--- config.mk ---
export PLATFORM = sky130hd
export DESIGN_NAME = mem_stage
export DESIGN_NICKNAME = d
export VERILOG_FILES = /design/src/rtl/mem_stage_pkg.sv /design/src/rtl/mem_stage_data_memory.sv /design/src/rtl/mem_stage.sv
export SDC_FILE = /design/constraint.sdc
export NUM_CORES = 2
export LEC_CHECK = 0
export CAP_MARGIN = 5
export CELL_PAD_IN_SITES_DETAIL_PLACEMENT = 0
export CELL_PAD_IN_SITES_GLOBAL_PLACEMENT = 1
export CORE_ASPECT_RATIO = 1.75
export CORE_UTILIZATION = 55
export CTS_BUF_LIST = sky130_fd_sc_hd__clkbuf_16
export CTS_CLUSTER_DIAMETER = 100
export DETAILED_ROUTE_END_ITERATION = 6
export PLACE_DENSITY = 0.89
export SLEW_MARGIN = 25
export SYNTH_ARGS = -nofsm -noshare
export SYNTH_HDL_FRONTEND = slang
export SYNTH_SLANG_ARGS = --single-unit
--- constraint.sdc ---
create_clock -name clock -period 8.9 [get_ports clock]
set_input_delay 1.335 -clock clock [delete_from_list [all_inputs] [get_ports clock]]
set_output_delay 1.335 -clock clock [all_outputs]
set_load 0.01 [all_outputs]
--- src/rtl/mem_stage_pkg.sv ---
// rtl/mem_stage_pkg.sv - shared opcodes, widths and helpers for the memory stage
package mem_stage_pkg;
    localparam int OPCODE_W  = 4;
    localparam int DATA_W    = 16;
    localparam int REG_IDX_W = 3;
    localparam int ADDR_W    = 8;

    localparam logic [OPCODE_W-1:0] OP_LD = 4'b0010;
    localparam logic [OPCODE_W-1:0] OP_ST = 4'b0011;

    function automatic logic is_load(input logic [OPCODE_W-1:0] op);
        return op == OP_LD;
    endfunction

    function automatic logic is_store(input logic [OPCODE_W-1:0] op);
        return op == OP_ST;
    endfunction
endpackage

--- src/rtl/mem_stage_data_memory.sv ---
// rtl/mem_stage_data_memory.sv - DEPTH x 16 data memory, synchronous write and read
module data_memory
    import mem_stage_pkg::*;
#(
    parameter int DEPTH = 256
) (
    input  logic              clock,
    input  logic              wr_en,
    input  logic [ADDR_W-1:0] wr_addr,
    input  logic [DATA_W-1:0] wr_data,
    input  logic [ADDR_W-1:0] rd_addr,
    output logic [DATA_W-1:0] rd_data
);
    logic [DATA_W-1:0] mem [DEPTH];

    // Read returns the pre-edge contents; a store one cycle earlier is already visible.
    always_ff @(posedge clock) begin
        if (wr_en) begin
            mem[wr_addr] <= wr_data;
        end
        rd_data <= mem[rd_addr];
    end
endmodule

--- src/rtl/mem_stage.sv ---
// rtl/mem_stage.sv - pipeline MEM stage: load FSM with latency counter and MEM/WB register
module mem_stage
    import mem_stage_pkg::*;
#(
    parameter int MEM_LAT = 2,
    parameter int DEPTH   = 256
) (
    input  logic                 clock,
    input  logic                 reset,
    input  logic                 valid_in,
    input  logic [OPCODE_W-1:0]  opcode,
    input  logic [DATA_W-1:0]    alu_result,
    input  logic [DATA_W-1:0]    store_data,
    input  logic [REG_IDX_W-1:0] dest_reg,
    input  logic                 reg_write,
    output logic                 stall,
    output logic                 wb_valid,
    output logic [DATA_W-1:0]    wb_data,
    output logic [REG_IDX_W-1:0] wb_dest,
    output logic                 wb_write_en,
    output logic [OPCODE_W-1:0]  wb_opcode
);
    localparam logic [0:0] IDLE = 1'b0;
    localparam logic [0:0] WAIT = 1'b1;

    logic [0:0]           state;
    logic [2:0]           cnt;
    logic [ADDR_W-1:0]    addr_q;
    logic [REG_IDX_W-1:0] dest_q;
    logic [OPCODE_W-1:0]  op_q;
    logic [ADDR_W-1:0]    rd_addr;
    logic [DATA_W-1:0]    rd_data;
    logic                 ld_go;
    logic                 st_go;
    logic                 unused_addr_hi;

    // Upper address bits intentionally wrap the 256-word space.
    assign unused_addr_hi = ^alu_result[DATA_W-1:ADDR_W];

    assign ld_go   = (state == IDLE) && valid_in && is_load(opcode);
    assign st_go   = (state == IDLE) && valid_in && is_store(opcode);
    assign stall   = (state == IDLE) ? ld_go : (cnt != 3'd0);
    assign rd_addr = (state == IDLE) ? alu_result[ADDR_W-1:0] : addr_q;

    data_memory #(.DEPTH(DEPTH)) u_mem (
        .clock   (clock),
        .wr_en   (st_go && !reset),
        .wr_addr (alu_result[ADDR_W-1:0]),
        .wr_data (store_data),
        .rd_addr (rd_addr),
        .rd_data (rd_data)
    );

    always_ff @(posedge clock) begin
        if (reset) begin
            state       <= IDLE;
            cnt         <= 3'd0;
            addr_q      <= '0;
            dest_q      <= '0;
            op_q        <= '0;
            wb_valid    <= 1'b0;
            wb_data     <= '0;
            wb_dest     <= '0;
            wb_write_en <= 1'b0;
            wb_opcode   <= '0;
        end else begin
            case (state)
                IDLE: begin
                    if (ld_go) begin
                        addr_q      <= alu_result[ADDR_W-1:0];
                        dest_q      <= dest_reg;
                        op_q        <= opcode;
                        cnt         <= 3'(MEM_LAT - 1);
                        state       <= WAIT;
                        wb_valid    <= 1'b0;
                        wb_write_en <= 1'b0;
                    end else if (valid_in) begin
                        wb_valid    <= 1'b1;
                        wb_data     <= alu_result;
                        wb_dest     <= dest_reg;
                        wb_opcode   <= opcode;
                        wb_write_en <= st_go ? 1'b0 : reg_write;
                    end else begin
                        wb_valid    <= 1'b0;
                        wb_write_en <= 1'b0;
                    end
                end
                default: begin
                    if (cnt != 3'd0) begin
                        cnt         <= cnt - 3'd1;
                        wb_valid    <= 1'b0;
                        wb_write_en <= 1'b0;
                    end else begin
                        wb_valid    <= 1'b1;
                        wb_data     <= rd_data;
                        wb_dest     <= dest_q;
                        wb_opcode   <= op_q;
                        wb_write_en <= 1'b1;
                        state       <= IDLE;
                    end
                end
            endcase
        end
    end
endmodule

==> run summary <==
The run finished, with violations left. The checks that failed: design-rule violations. Cells with a size suffix above 1 make up 18.7% of the layout. For this run, the number of Yosys warnings is 0. The final setup violation count is 0. The internal power of the cells totals 30,300 uW.

The area of the multi-input gates came out at 34,800 um^2. The worst register-to-register path begins at state$_SDFF_PP0_. By area the synthesized netlist is led by sky130_fd_sc_hd__edfxtp_1 76%, sky130_fd_sc_hd__mux4_2 7.2%, sky130_fd_sc_hd__mux2i_1 6.0%. After detailed routing, the total wire length is 467,000 um. The required time of the critical path came out at 9.64 ns. The via count of the first global-routing pass was 86,800.

Relative to the synthesized area, the layout overhead comes to 11.4%. The share of total power in combinational logic came out at 6.0%. The clock input transition at the sequential cells of the worst setup and hold paths is 0.07 ns. The unique cell type count in the Yosys netlist came out at 46.

The number of DRC markers after the initial detailed-route iteration is 12,800. The type of the tightest min-delay check is flop to flop. Setup repair after global routing left no endpoint under its margin.

The overflow left after global routing is 0. Counting the buffers created by CTS gives 335. TritonCTS built the clock tree. STA classifies the critical path endpoint as a flop. The startpoint kind of the worst setup timing path is an input pin. Of the total power, the share spent switching nets is 21.9%. The number of flops mapped to enable cells by yosys came out at 4,096. The number of pins with negative max-slew slack in the final report came to 0. Entering global routing, the biggest net connects 168 pins. The slew at the pin closest to its max-slew limit came out at 1.30 ns.

The later-pin clock latency in the skew report came out at 0.90 ns. The critical path class is input pin to flop. Measured along the y axis, the die boundary spans 717 um. The cell area after technology mapping came out at 161,000 um^2. The final setup slack of the worst path is 2.94 ns. By count the netlist is led by 4,096 x sky130_fd_sc_hd__edfxtp_1, 963 x sky130_fd_sc_hd__mux2i_1, 512 x sky130_fd_sc_hd__mux4_2, 384 x sky130_fd_sc_hd__o22ai_1, 306 x sky130_fd_sc_hd__nor2_1.

The final weighted congestion in routability-driven placement is 0.971. The number of register bits inferred by synthesis came out at 4,156. The worst setup slack after placement came out at 2.26 ns.

The sequential-to-total area share from yosys stat is 77.2%. The sequential group share of total power is 55.6%. From left edge to right edge, the die measures 411 um. The worst slack on hold paths came out at 0.465 ns.

The number of setup buffers added after CTS came out at 0. For this run, the leading register cell type out of synthesis is sky130_fd_sc_hd__edfxtp_1. The critical path arrival is 6.71 ns. The maximum buffer depth of the clock tree is 4. The count of endpoints failing hold in the final timing report was 0. In the final timing run, aggregate negative setup slack is 0 ns. The number of I/O port buffers came out at 68. The clock net sink count is 4,156. IR analysis of the VDD net gives a maximum drop of 149 uV. The async set-or-reset flop fraction in the synthesized netlist came out at 0%. The global-route usage over all layers is 31.3%. The max capacitance violation total came out at 0. The starting density of the core is 55.3%. The gate count after technology mapping is 8,276. The count of standard-cell rows came out at 262. The number of levels the H-tree was split into came out at 5. The clock period minus worst slack is 5.96 ns. The peak clock frequency supported by timing is 0.168 GHz. At the end of the flow, the number of nets in the layout was 8,641. The share of the clock period used by the worst path after layout came out at 67.0%. By instance count, the leading cell after synthesis is sky130_fd_sc_hd__edfxtp_1. In this run the worst setup path begins at alu_result[0]. Of the post-synthesis cell area, the dominant cell type holds 76.5%. The library cell with the largest summed area after synthesis is sky130_fd_sc_hd__edfxtp_1. The clock power share came out at 38.3%. The residual DRC count is 3. The first detailed-routing pass ran for 7 iterations. Counting every net in the synthesized netlist gives 8,321. Of all nets on the critical path, the largest fanout is 99. In this run, post-CTS hold repair placed 0 buffers. The number of antenna violations at the first check in global routing is 17. In this run the remaining antenna-violating nets after routing total 0. The switching component of the power is 8480 uW. In this run the most critical hold path is launched from op_q[0]$_SDFFE_PP0P_. The number of gates resized after CTS came out at 0.

CTS placed an instance of sky130_fd_sc_hd__clkbuf_16 at the clock tree root. The reported leakage power is 0.0578 uW. The number of cells after detailed placement came out at 12,100. The final non-filler cell total is 12,700.

The average footprint of a synthesized cell is 19.4 um^2. Detailed routing inserted a total of 88,100 vias. The top-level I/O count is 69. After detailed routing, the average wire length per cell comes to 36.8 um.

The core box area is 291,000 um^2. The relative max-transition margin is 13.6%. On the final layout, the worst clock skew is 0.0477 ns. The sequential cell area in the final layout came out at 124,000 um^2. The via density per instance is 6.95.

The floorplan die area came out at 295,000 um^2. The global-route wire length before repair came out at 647,000 um. The number of filler instances in the final layout is 19,000. The power per cell area is 216 nW/um^2.

The detailed placement HPWL is 286,000 um.
## critical path: stages
cell	delay, ns
sky130_fd_sc_hd__clkdlybuf4s50_1	0.86
sky130_fd_sc_hd__mux2_8	0.92
sky130_fd_sc_hd__buf_12	0.62
sky130_fd_sc_hd__mux2_2	0.42
sky130_fd_sc_hd__a221oi_2	0.73
sky130_fd_sc_hd__o2111ai_1	0.51
sky130_fd_sc_hd__o31ai_1	1.00
sky130_fd_sc_hd__nand4_1	0.20
## per-layer routing
layer | part of all wire, % | global-route usage, %
met4 | 11 | 28.5
met1 | 30 | 35.4
met2 | 48 | 50.7
met5 | 0.020 | 0
met3 | 10 | 5.79
## layout make-up
type,instances,share of cell area [%]
Antenna cell,13,0.0181
Timing Repair Buffer,521,2.63
Clock inverter,245,1.13
Clock buffer,347,4.84
Sequential cell,4156,69.3
Inverter,9,0.0188
Tap cell,3828,2.67
Multi-Input combinational cell,3573,19.4
## flip-flops by register name, indices dropped and copies added, names as in the netlist
| signal | flops |
|---|---|
| state | 1 |
| wb_valid | 1 |
| wb_write_en | 1 |
| wb_data | 16 |
| addr_q | 8 |
| wb_dest | 3 |
| op_q | 4 |
| cnt | 3 |
| wb_opcode | 4 |
| u_mem.mem | 4096 |
| u_mem.rd_data | 16 |
| dest_q | 3 |
## stage by stage
step           power (uW)  area, um^2  util, %
6_report            38700      179000     61.6
2_1_floorplan       23000      161000        -
5_1_grt             39400      179000     61.6
3_3_place_gp        24200      168000     57.8
3_5_place_dp        24200      168000     57.9
4_1_cts             38700      179000     61.6
## cell families after synthesis
kind of cell,after synthesis,synth area share [%]
DFF,4156,77.2
muxes,1573,13.9
AOI/OAI and AO/OA,1308,5.41
and+or+nand+nor,689,1.89
buffers and inverters,547,1.54
adders and majority gates,2,0.0156
xor gates and xnor gates,1,0.00545
## worst paths after layout
| check | endpoint | slack, ns | cells after the start |
|---|---|---|---|
| max | u_mem.rd_data[2]$_DFF_P_ | 2.94 | 8 |
| min | op_q[0]$_SDFFE_PP0P_ | 0.47 | 1 |
| max reg2reg | u_mem.rd_data[2]$_DFF_P_ | 3.27 | 10 |
| min reg2reg | op_q[0]$_SDFFE_PP0P_ | 0.47 | 1 |
## power by group through the flow
stage               Sequential, uW  Combinational (uW)  Clock (uW)
finish                       21500                2340       14800
global route                 21500                2360       15500
CTS                          21500                2280       14800
detailed placement           22000                2270           0
global placement             22000                2200           0
floorplan                    21900                1100           0
## layout by cell type, fill, tap and decap left out, types with 10 or more instances in the layout
cell / instances
sky130_fd_sc_hd__a221oi_2: 34
sky130_fd_sc_hd__mux2_2: 48
sky130_fd_sc_hd__diode_2: 13
sky130_fd_sc_hd__nor2_2: 16
sky130_fd_sc_hd__buf_12: 42
sky130_fd_sc_hd__inv_6: 10
sky130_fd_sc_hd__o21ai_0: 271
sky130_fd_sc_hd__dfxtp_1: 59
sky130_fd_sc_hd__a21boi_0: 11
sky130_fd_sc_hd__a221oi_1: 14
sky130_fd_sc_hd__nand4_1: 34
sky130_fd_sc_hd__clkinvlp_4: 18
sky130_fd_sc_hd__buf_8: 16
sky130_fd_sc_hd__edfxtp_1: 4096
sky130_fd_sc_hd__mux4_2: 512
sky130_fd_sc_hd__nand2_1: 83
sky130_fd_sc_hd__nor2b_1: 11
sky130_fd_sc_hd__a21oi_1: 210
sky130_fd_sc_hd__o22ai_1: 384
sky130_fd_sc_hd__o31ai_1: 26
sky130_fd_sc_hd__a21boi_1: 37
sky130_fd_sc_hd__a211oi_1: 24
sky130_fd_sc_hd__o2111ai_1: 31
sky130_fd_sc_hd__o41ai_2: 11
sky130_fd_sc_hd__clkinv_1: 62
sky130_fd_sc_hd__inv_1: 69
sky130_fd_sc_hd__bufinv_16: 34
sky130_fd_sc_hd__mux2i_1: 961
sky130_fd_sc_hd__o31ai_2: 17
sky130_fd_sc_hd__o221ai_1: 208
sky130_fd_sc_hd__mux2_1: 20
sky130_fd_sc_hd__nor2_1: 281
sky130_fd_sc_hd__clkdlybuf4s50_1: 52
sky130_fd_sc_hd__mux2_4: 28
sky130_fd_sc_hd__clkbuf_16: 347
sky130_fd_sc_hd__nand3_1: 216
sky130_fd_sc_hd__buf_4: 405
sky130_fd_sc_hd__clkinv_2: 53
No activity file was read; power rests on OpenSTA's default activity.
